<file path="config.mk">
export PLATFORM = sky130hd
export DESIGN_NAME = switch_debouncer
export DESIGN_NICKNAME = d
export VERILOG_FILES = /design/src/rtl/switch_debouncer_pkg.sv /design/src/rtl/debounce_channel.sv /design/src/rtl/switch_debouncer.sv
export SDC_FILE = /design/constraint.sdc
export NUM_CORES = 1
export LEC_CHECK = 0
export CAP_MARGIN = 10
export CORE_ASPECT_RATIO = 0.7
export CORE_MARGIN = 3
export CORE_UTILIZATION = 24
export DETAILED_ROUTE_END_ITERATION = 12
export PLACE_DENSITY_LB_ADDON = 0.3
export SYNTH_ARGS = -nofsm -noshare
export SYNTH_HDL_FRONTEND = slang
export SYNTH_SLANG_ARGS = --single-unit
</file>
<file path="constraint.sdc">
create_clock -name i_clk -period 2.5 [get_ports i_clk]
set_input_delay 0.5 -clock i_clk [delete_from_list [all_inputs] [get_ports i_clk]]
set_output_delay 0.5 -clock i_clk [all_outputs]
set_load 0.05 [all_outputs]
</file>
<file path="src/rtl/switch_debouncer_pkg.sv">
// Shared definitions for the switch debouncer and the LED blinker it feeds.
// Holds the per-channel FSM state encoding and the default debounce
// parameters, so both designs agree on them.
package switch_debouncer_pkg;

  // 5 ms at 50 MHz.
  localparam int unsigned DebounceCyclesDefault = 250000;
  localparam int unsigned CntWDefault           = 18;

  typedef enum logic [1:0] {
    StStableLo = 2'b00,
    StCheckHi  = 2'b01,
    StStableHi = 2'b10,
    StCheckLo  = 2'b11
  } deb_state_e;

endpackage

</file>
<file path="src/rtl/debounce_channel.sv">
// One debounce channel: 2-flop synchronizer, 4-state debounce FSM with a
// stability counter, registered debounced level and one-cycle edge pulses.
//
// Ports:
//   clk_i   - system clock, rising edge
//   rst_ni  - asynchronous active-low reset
//   raw_i   - raw asynchronous switch pin
//   level_o - debounced level (registered)
//   rise_o  - one-cycle pulse aligned with an accepted 0->1 change
//   fall_o  - one-cycle pulse aligned with an accepted 1->0 change
module debounce_channel
  import switch_debouncer_pkg::*;
#(
  parameter int unsigned DEBOUNCE_CYCLES = DebounceCyclesDefault,
  parameter int unsigned CNT_W           = CntWDefault
) (
  input  logic clk_i,
  input  logic rst_ni,
  input  logic raw_i,
  output logic level_o,
  output logic rise_o,
  output logic fall_o
);

  localparam logic [CNT_W-1:0] CntLast = CNT_W'(DEBOUNCE_CYCLES - 1);
  localparam logic [CNT_W-1:0] CntOne  = CNT_W'(1);

  logic             sync1_q, sync2_q;
  deb_state_e       state_q, state_d;
  logic [CNT_W-1:0] cnt_q, cnt_d;
  logic             level_q, level_d;
  logic             rise_q, rise_d;
  logic             fall_q, fall_d;

  always_comb begin
    state_d = state_q;
    cnt_d   = cnt_q;
    unique case (state_q)
      StStableLo: begin
        if (sync2_q) begin
          state_d = StCheckHi;
          cnt_d   = CntOne;
        end else begin
          cnt_d   = '0;
        end
      end
      StCheckHi: begin
        if (!sync2_q) begin
          // Bounce: discard the count, a later attempt restarts from 1.
          state_d = StStableLo;
          cnt_d   = '0;
        end else if (cnt_q == CntLast) begin
          state_d = StStableHi;
          cnt_d   = '0;
        end else begin
          cnt_d   = cnt_q + CntOne;
        end
      end
      StStableHi: begin
        if (!sync2_q) begin
          state_d = StCheckLo;
          cnt_d   = CntOne;
        end else begin
          cnt_d   = '0;
        end
      end
      StCheckLo: begin
        if (sync2_q) begin
          state_d = StStableHi;
          cnt_d   = '0;
        end else if (cnt_q == CntLast) begin
          state_d = StStableLo;
          cnt_d   = '0;
        end else begin
          cnt_d   = cnt_q + CntOne;
        end
      end
      default: begin
        state_d = StStableLo;
        cnt_d   = '0;
      end
    endcase

    // Level and pulses are derived from the next state so the registered
    // outputs change on the same edge the FSM accepts the transition.
    level_d = (state_d == StStableHi) || (state_d == StCheckLo);
    rise_d  = level_d & ~level_q;
    fall_d  = ~level_d & level_q;
  end

  always_ff @(posedge clk_i or negedge rst_ni) begin
    if (!rst_ni) begin
      sync1_q <= 1'b0;
      sync2_q <= 1'b0;
      state_q <= StStableLo;
      cnt_q   <= '0;
      level_q <= 1'b0;
      rise_q  <= 1'b0;
      fall_q  <= 1'b0;
    end else begin
      sync1_q <= raw_i;
      sync2_q <= sync1_q;
      state_q <= state_d;
      cnt_q   <= cnt_d;
      level_q <= level_d;
      rise_q  <= rise_d;
      fall_q  <= fall_d;
    end
  end

  assign level_o = level_q;
  assign rise_o  = rise_q;
  assign fall_o  = fall_q;

endmodule

</file>
<file path="src/rtl/switch_debouncer.sv">
// Two-channel switch debouncer feeding the LED blinker.
//
// Ports:
//   i_clk          - system clock, rising edge
//   i_reset        - asynchronous active-low reset
//   i_switch_1_raw - raw bouncing switch 1 pin
//   i_switch_2_raw - raw bouncing switch 2 pin
//   o_switch_1     - debounced switch 1 level
//   o_switch_2     - debounced switch 2 level
//   o_rise[1:0]    - accepted 0->1 pulse per channel (bit 0 = switch 1)
//   o_fall[1:0]    - accepted 1->0 pulse per channel (bit 0 = switch 1)
module switch_debouncer
  import switch_debouncer_pkg::*;
#(
  parameter int unsigned DEBOUNCE_CYCLES = DebounceCyclesDefault,
  parameter int unsigned CNT_W           = CntWDefault
) (
  input  logic       i_clk,
  input  logic       i_reset,
  input  logic       i_switch_1_raw,
  input  logic       i_switch_2_raw,
  output logic       o_switch_1,
  output logic       o_switch_2,
  output logic [1:0] o_rise,
  output logic [1:0] o_fall
);

  debounce_channel #(
    .DEBOUNCE_CYCLES(DEBOUNCE_CYCLES),
    .CNT_W          (CNT_W)
  ) u_ch1 (
    .clk_i  (i_clk),
    .rst_ni (i_reset),
    .raw_i  (i_switch_1_raw),
    .level_o(o_switch_1),
    .rise_o (o_rise[0]),
    .fall_o (o_fall[0])
  );

  debounce_channel #(
    .DEBOUNCE_CYCLES(DEBOUNCE_CYCLES),
    .CNT_W          (CNT_W)
  ) u_ch2 (
    .clk_i  (i_clk),
    .rst_ni (i_reset),
    .raw_i  (i_switch_2_raw),
    .level_o(o_switch_2),
    .rise_o (o_rise[1]),
    .fall_o (o_fall[1])
  );

endmodule
</file>
==> impl.org, run 1 <==
** Timing
- In the final timing run, aggregate negative setup slack is 0 ps.
- Count of final setup violators :: 0
- RSZ-0062 raised after global routing :: false
- Transition time of the tightest slew-check pin :: 610 ps
- Final Cycle Share :: 81.6%
- The tightest hold path in the finished design has a slack of 216 ps.
- Hold violation count in the final report :: 0
- Setup slack closes at 461 ps.
- The number of pins with negative max-slew slack in the final report is 0.
- The routed design could run at a clock period as short as 2040 ps.
- Highest clock frequency the design can meet :: 490 MHz
- Between clock sinks in the finished design, the worst skew comes to 4.13 ps.
- Slew headroom :: 59.4%

** Synth
- After synthesis, the netlist uses 33 different library cells.
- By area, the combinational part of the netlist is dominated by simple AND/OR/NAND/NOR gates.
- Mapped Avg Cell Area :: 10.1 um^2
- For this run, the number of Yosys warnings is 0.
- In this run the cell area of the synthesized design comes to 0.00232 mm^2.
- Multiplexer share of the synthesized area :: 0%
- The synthesized netlist devotes 1.08% of its cell area to adder and majority cells.
- After Yosys synthesis, and, or, nand and nor cells account for 25.3% of the synthesized area.
- Synth top area share :: 53.9%
- Of all cell types, the one taking the most synthesized area is dfrtp_1.
- Sequential area share after synthesis :: 53.9%
- The synthesized netlist devotes 4.80% of its cell area to compound gates.
- Synthesis-stage register bit count :: 50
- Post-synthesis cell count :: 229
- Synthesized netlist net count :: 235
- After Yosys synthesis, XOR and XNOR cells account for 10.9% of the synthesized area.
- By area the synthesized netlist is led by dfrtp_1 54%, xnor2_1 7.5%, nor2_1 5.8%.

** Clocking
- TritonCTS built the clock tree.
- In this run the number of H-tree levels came out at 2.
- CTS buffer count :: 5
- Clk slew on worst S/H paths :: 60 ps
- Once the clock tree was built, the setup fixing pass inserted 0 buffers.
- Buffers inserted to repair hold after CTS numbered 0.
- After clock tree synthesis, the repair step resized 0 gates.
- Clock sink count :: 50
- Clock tree synthesis selected as its root buffer the cell clkbuf_16.
- The clock reaches the later pin of the worst-skew pair after 290 ps.
- Counting along the longest clock path gives a buffer depth of 2.

** Setup path
- Reg2reg path depth :: 4
- STA puts the critical path data arrival time at 2190 ps.
- Reg2Reg Launch Point :: u_ch1.cnt_q[5]
- Setup CP Type :: flop to flop
- In this run the worst setup path begins at u_ch1.cnt_q[5].
- Required time of the critical path :: 2650 ps
- Along the worst path, the maximum fanout reaches 17.
- Type of element capturing the critical path :: flop
- STA classifies the critical path startpoint as a flop.

** Placement
- Cell area after placement :: 0.00253 mm^2
- Port-buffer cells :: 9
- HPWL after detailed placement :: 2.98 mm
- Pre-CTS setup slack :: 459 ps
- The congestion estimate from routability-driven global placement came to 0.744.

** Cells and area
- The post-route netlist has 6.72% of its cells at a drive strength greater than 1.
- Once layout is done, the placed cells without fillers occupy 0.00268 mm^2.
- The area growth from synthesis to layout is 15.3%.
- Post-layout util :: 28.9%
- The filler cells instantiated in the layout total 963.
- Number of nets in the finished design :: 243
- Diode count :: 0

** Detailed routing
- The first detailed-routing pass ran for 5 iterations.
- Vias per Instance :: 4.40
- After detailed routing, the average wire length per cell comes to 12.2 um.
- DRC marker count from the first detailed-route iteration :: 98
- Across all layers, the routed design uses 1,593 vias.
- Total Routed Length :: 4.41 mm
- Once detail routing completed, the nets flagged for antenna violations numbered 0.
- Drc violations :: 0

** Floorplanning
- Cell row count :: 29
- Area of the core :: 0.00925 mm^2
- The floorplan step set the die width to 124 um.
- Initial core utilization :: 25.1%
- Full die area :: 0.0109 mm^2
- 10 I/O pins were placed.
- From bottom edge to top edge, the die measures 88.3 um.

** Min path
- The worst hold path belongs to the class primary input to async pin.

** Global route
- Wire length of the first global-routing pass :: 7.79 mm
- Vias in the first global route :: 1,534
- The number of antenna violations at the first check in global routing was 0.
- For this run the aggregate overflow at the end of global routing stands at 0.
- Total routing resource utilization after global routing :: 9.01%
- Pin count of the biggest net entering global routing :: 27

** Power and ir drop
- Leakage power :: 1.09 nW
- Combinational logic burns 3.0% of the power.
- Share of total power consumed by net switching :: 21.3%
- Net Sw Power :: 332 uW
- The worst-case IR drop observed on VDD is 0.000244 V.
- Power spread over the standard cell area amounts to 584 mW/mm^2.
- In this run, flip-flops and latches consume 52.9% of the power.
- The internal portion of the total power is 1.23 mW.
- In this run, the clock network consumes 44.1% of the power.

** Run status
- The run finished with clean final reports.

** Run
- MaxCap Viol Count :: 0
[layout make-up]
| class | count | area, um^2 | area share [%] |
|---|---|---|---|
| clock buffer | 7 | 143 | 5.33 |
| sequential | 50 | 1250 | 46.8 |
| clock inverter | 1 | 5.00 | 0.187 |
| inverter | 8 | 30.0 | 1.12 |
| tap | 124 | 155 | 5.80 |
| timing repair buffer | 11 | 113 | 4.21 |
| multi-input combinational | 161 | 978 | 36.6 |
[through the flow]
stage | total power [mW] | instances
3_3_place_gp | 0.891 | 354
3_5_place_dp | 0.891 | 354
5_1_grt | 1.62 | 362
4_1_cts | 1.59 | 362
2_1_floorplan | 0.860 | 229
6_report | 1.56 | 362
[routing by layer]
layer | wire length [um] | track usage [%]
met1 | 2490 | 14.1
met3 | 152 | 2.04
met5 | 0 | 0
met2 | 1690 | 12.0
met4 | 72 | 3.02
[power groups by stage]
stage	Clock, mW	Combinational [mW]	Sequential (mW)
CTS	0.712	0.0491	0.826
global placement	0	0.0496	0.842
detailed placement	0	0.0489	0.842
floorplan	0	0.0200	0.840
finish	0.689	0.0467	0.826
global route	0.736	0.0547	0.827
[cell families (layout without fill, tap and decap cells)]
family / count (synthesis) / in the layout
xor gates and xnor gates: 29 / 29
AOI/OAI and AO/OA: 18 / 18
buffers and inverters: 18 / 27
adders and majority gates: 2 / 2
DFF: 50 / 50
and+or+nand+nor: 112 / 112
[synth_stat cells, drive strengths merged]
cell type	instances
o31ai	2
o21ai	5
nand2	15
nor3	7
nor4bb	1
nand3	10
ha	2
and2	2
xnor2	20
buf	9
a21oi	7
or3	3
clkbuf	1
nor2	36
nor4	4
dfrtp	50
nor2b	1
inv	8
a211o	1
or2	1
and4	3
xor2	9
nand4	13
and3	8
a211oi	2
nor3b	1
or4	7
a31o	1
[worst paths after layout]
| path | end | slack [ps] |
|---|---|---|
| setup / recovery | u_ch1.cnt_q[8] | 460 |
| hold / removal | u_ch1.cnt_q[13] | 220 |
| setup reg to reg | u_ch1.cnt_q[8] | 460 |
| hold reg to reg | u_ch1.sync2_q | 350 |
| max in group asynchronous | u_ch1.cnt_q[0] | 1730 |
| min in group i_clk | u_ch1.sync2_q | 350 |
[placed cells by master (no fill, tap or decap), types with 2 or more instances in the layout]
| master | instances |
|---|---|
| or4_1 | 6 |
| nor4_1 | 4 |
| nand3_1 | 10 |
| a211oi_1 | 2 |
| clkbuf_16 | 5 |
| xnor2_1 | 20 |
| nand2_1 | 15 |
| xor2_1 | 9 |
| or3_1 | 3 |
| nor2_1 | 36 |
| a21oi_1 | 7 |
| clkdlybuf4s50_1 | 8 |
| inv_1 | 8 |
| nand4_1 | 12 |
| and2_1 | 2 |
| and4_1 | 3 |
| dfrtp_1 | 50 |
| and3_1 | 8 |
| nor3_1 | 6 |
| o31ai_1 | 2 |
| o21ai_0 | 4 |
| ha_1 | 2 |
[flip-flops by register name, summed over array words and instances (netlist names), 2 cells and up]
register       flops
u_ch1.state_q      2
u_ch2.cnt_q       18
u_ch2.state_q      2
u_ch1.cnt_q       18
[critical path, cell delays in order (launching register included)]
cell and delay [ps]:
dfrtp_1 420, or4_1 560, nor3_2 270, a211o_1 530
nor2_1 120
Note: power is estimated with default switching activity, not from simulation.
==> run 2: changes to the inputs <==
Clock period 2.5 ns to 2 ns, I/O delays scaled along.
==> run 2 against run 1 <==
Global-route usage is 0.052 points lower; sequential power grew 25%; cell count grew 2.5%; via count increased by 3.6%; combinational power is 36% higher; register-to-register slack worse by 290 ps; first-iteration DRC count fell by 14%; worst setup slack got worse by 310 ps; utilization increased by 0.78 points; largest cell class unchanged.
==> impl.org, run 2 (synthesis results as in run 1) <==
** Run status
- Outcome :: complete, no violations

** Clocking
- Clk slew on worst S/H paths :: 60 ps
- Post-CTS Resized :: 0
- TritonCTS built the clock tree.
- The later pin in the worst-skew pair is clocked with a latency of 280 ps.
- Buffer levels on the longest clock path :: 2
- Post-CTS timing repair inserted 0 buffers for setup.
- Hold repair after CTS inserted 0 buffers.
- Clock root cell :: clkbuf_16
- Clock sink count :: 50
- The H-tree was split into 2 levels.
- CTS buffer count :: 5

** Cells and area
- The largest registers in the layout are u_ch1.cnt_q x18, u_ch2.cnt_q x18.
- 0 antenna diodes ended up in the layout.
- The top cell types in the final layout, fill and taps aside, are 50 x dfrtp_1, 36 x nor2_1, 20 x xnor2_1, 15 x nand2_1, 12 x nand4_1.
- In the final layout, the share of cells above drive strength 1 is 9.72%.
- Once layout is complete, the cells apart from fillers number 371.
- Most common cell after layout, fill and taps aside :: dfrtp_1
- At the end of the flow, the number of nets in the layout was 253.
- Area growth from synthesis to final layout :: 18.4%

** Detailed routing
- The detail route stage leaves a number of antenna-violating nets equal to 0.
- Wires add up to 4.42 mm.
- In the routed design, unresolved DRC markers number 0.
- Vias per Instance :: 4.45
- Overall via count from detail_route :: 1,650
- DRC marker count from the first detailed-route iteration :: 84
- In the final routed layout, each cell accounts on average for 11.9 um.
- Before antenna repair, the detailed router went through 5 iterations.

** Timing
- Summed over all failing endpoints, the final setup total negative slack is 0 ps.
- Final Cycle Share :: 92.6%
- Worst slack on hold paths :: 66.4 ps
- The worst pin sits at a relative slew slack of 66.9%.
- Setup repair after global routing left no endpoint under its margin.
- The final number of hold-violating endpoints is 0.
- For the pin with the worst max-slew slack, the measured transition is 495 ps.
- Count of final max-slew check failures :: 0
- Highest clock frequency the design can meet :: 540 MHz
- Subtracting the final worst setup slack from the clock period gives 1850 ps.
- Setup violations remaining at the end of the flow were counted as 0.
- Final Skew :: 4.13 ps
- Fin worst setup slack :: 148 ps

** Power and ir drop
- Leakage power :: 1.13 nW
- Ratio of total power to cell area :: 692 mW/mm^2
- Power comes to 1.90 mW.
- The worst-case IR drop observed on VDD is 0.000353 V.

** Setup path
- Delay contributed by the slowest stage of the critical path :: 810 ps
- STA classifies the critical path startpoint as a flop.
- The signal on the critical path passes through clkdlybuf4s50_1.
- Grouping stages by cell kind, the critical path spends the most delay in buffers and inverters.
- STA classifies the critical path endpoint as an output port.
- For this design, the slowest cell found on the critical path is clkdlybuf4s50_1.
- Data on the critical path arrives at its endpoint at 1450 ps.
- Of all nets on the critical path, the largest fanout is 3.
- Setup CP Type :: flop to output port
- Count of buffering cells on the critical path with inverters included :: 1
- Required time of the critical path :: 1600 ps

** Global route
- The total overflow left after global routing is 0.
- The first global-routing pass estimated 7.73 mm of wire.
- Pin count of the biggest net entering global routing :: 32
- Antenna violations before repair :: 0
- The number of global-route vias before repair is 1,579.
- Across every metal layer, demand over resource in global routing totals 8.96%.

** Placement
- During placement, the flow inserted port buffers numbering 9.
- Number of placed instances with taps included :: 364
- Routability-driven placement finished with a final weighted congestion of 0.757.
- Prior to clock tree synthesis, the placed netlist has a worst setup slack of 190 ps.
- HPWL after detailed placement :: 3.16 mm

** Floorplanning
- The floorplan has 29 rows.
- X dimension of the die :: 124 um
- Full die area :: 0.0109 mm^2
- The initial utilization of the core area, before any placement, comes to 25.1%.
- Area of the core :: 0.00925 mm^2
- 10 I/O pins were placed.
- Overall die height :: 88.3 um

** Run
- Max-cap violations in this run came to 0.

** Min path
- Hold Crit Class :: primary input to async pin
run 2: changes by cell type in the layout (fill, tap and decap cells not counted), sizes merged:
cell / change
buf: +10
clkinv: -1
run 2: worst paths after layout:
path | startpoint | endpoint | slack (ps) | cells after the start
min | i_reset | u_ch1.cnt_q[12] | 70 | 1
min in group i_clk | u_ch2.sync1_q | u_ch2.sync2_q | 360 | 0
max in group asynchronous | i_reset | u_ch1.sync2_q | 1400 | 2
max reg2reg | u_ch1.cnt_q[0] | u_ch1.cnt_q[16] | 170 | 5
max | u_ch2.level_o | o_switch_2 | 150 | 1
min reg2reg | u_ch2.sync1_q | u_ch2.sync2_q | 360 | 0
run 2: layer usage:
| metal | wire length, um | up-vias | global-route usage [%] |
|---|---|---|---|
| li1 | - | 826 | - |
| met1 | 2460 | 790 | 13.5 |
| met2 | 1750 | 29 | 12.5 |
| met3 | 172 | 5 | 2.04 |
| met4 | 38 | 0 | 3.32 |
| met5 | 0 | - | 0 |
run 2: stage by stage:
stage | area, um^2 | utilization (%)
global placement | 2620 | 28.3
finish | 2750 | 29.7
detailed placement | 2620 | 28.3
global route | 2750 | 29.7
floorplan | 2320 | -
CTS | 2750 | 29.7
run 2: final cells by class:
class / count / area [um^2]
fill: 963 / 6500
multi-input combinational: 161 / 978
sequential: 50 / 1250
tap: 124 / 155
clock buffer: 7 / 133
inverter: 8 / 30.0
timing repair buffer: 21 / 200
run 2: where the power goes:
group | internal, mW | switching, mW
Sequential | 1.02 | 0.0102
Combinational | 0.0235 | 0.0399
Clock | 0.458 | 0.347
Total | 1.50 | 0.397
run 2: worst register-to-register path: stages, from the launching register on:
cell and delay [ps]:
dfrtp_1 410, ha_1 220, nand4_1 140, or2_2 350
or4_1 480, a21oi_1 160
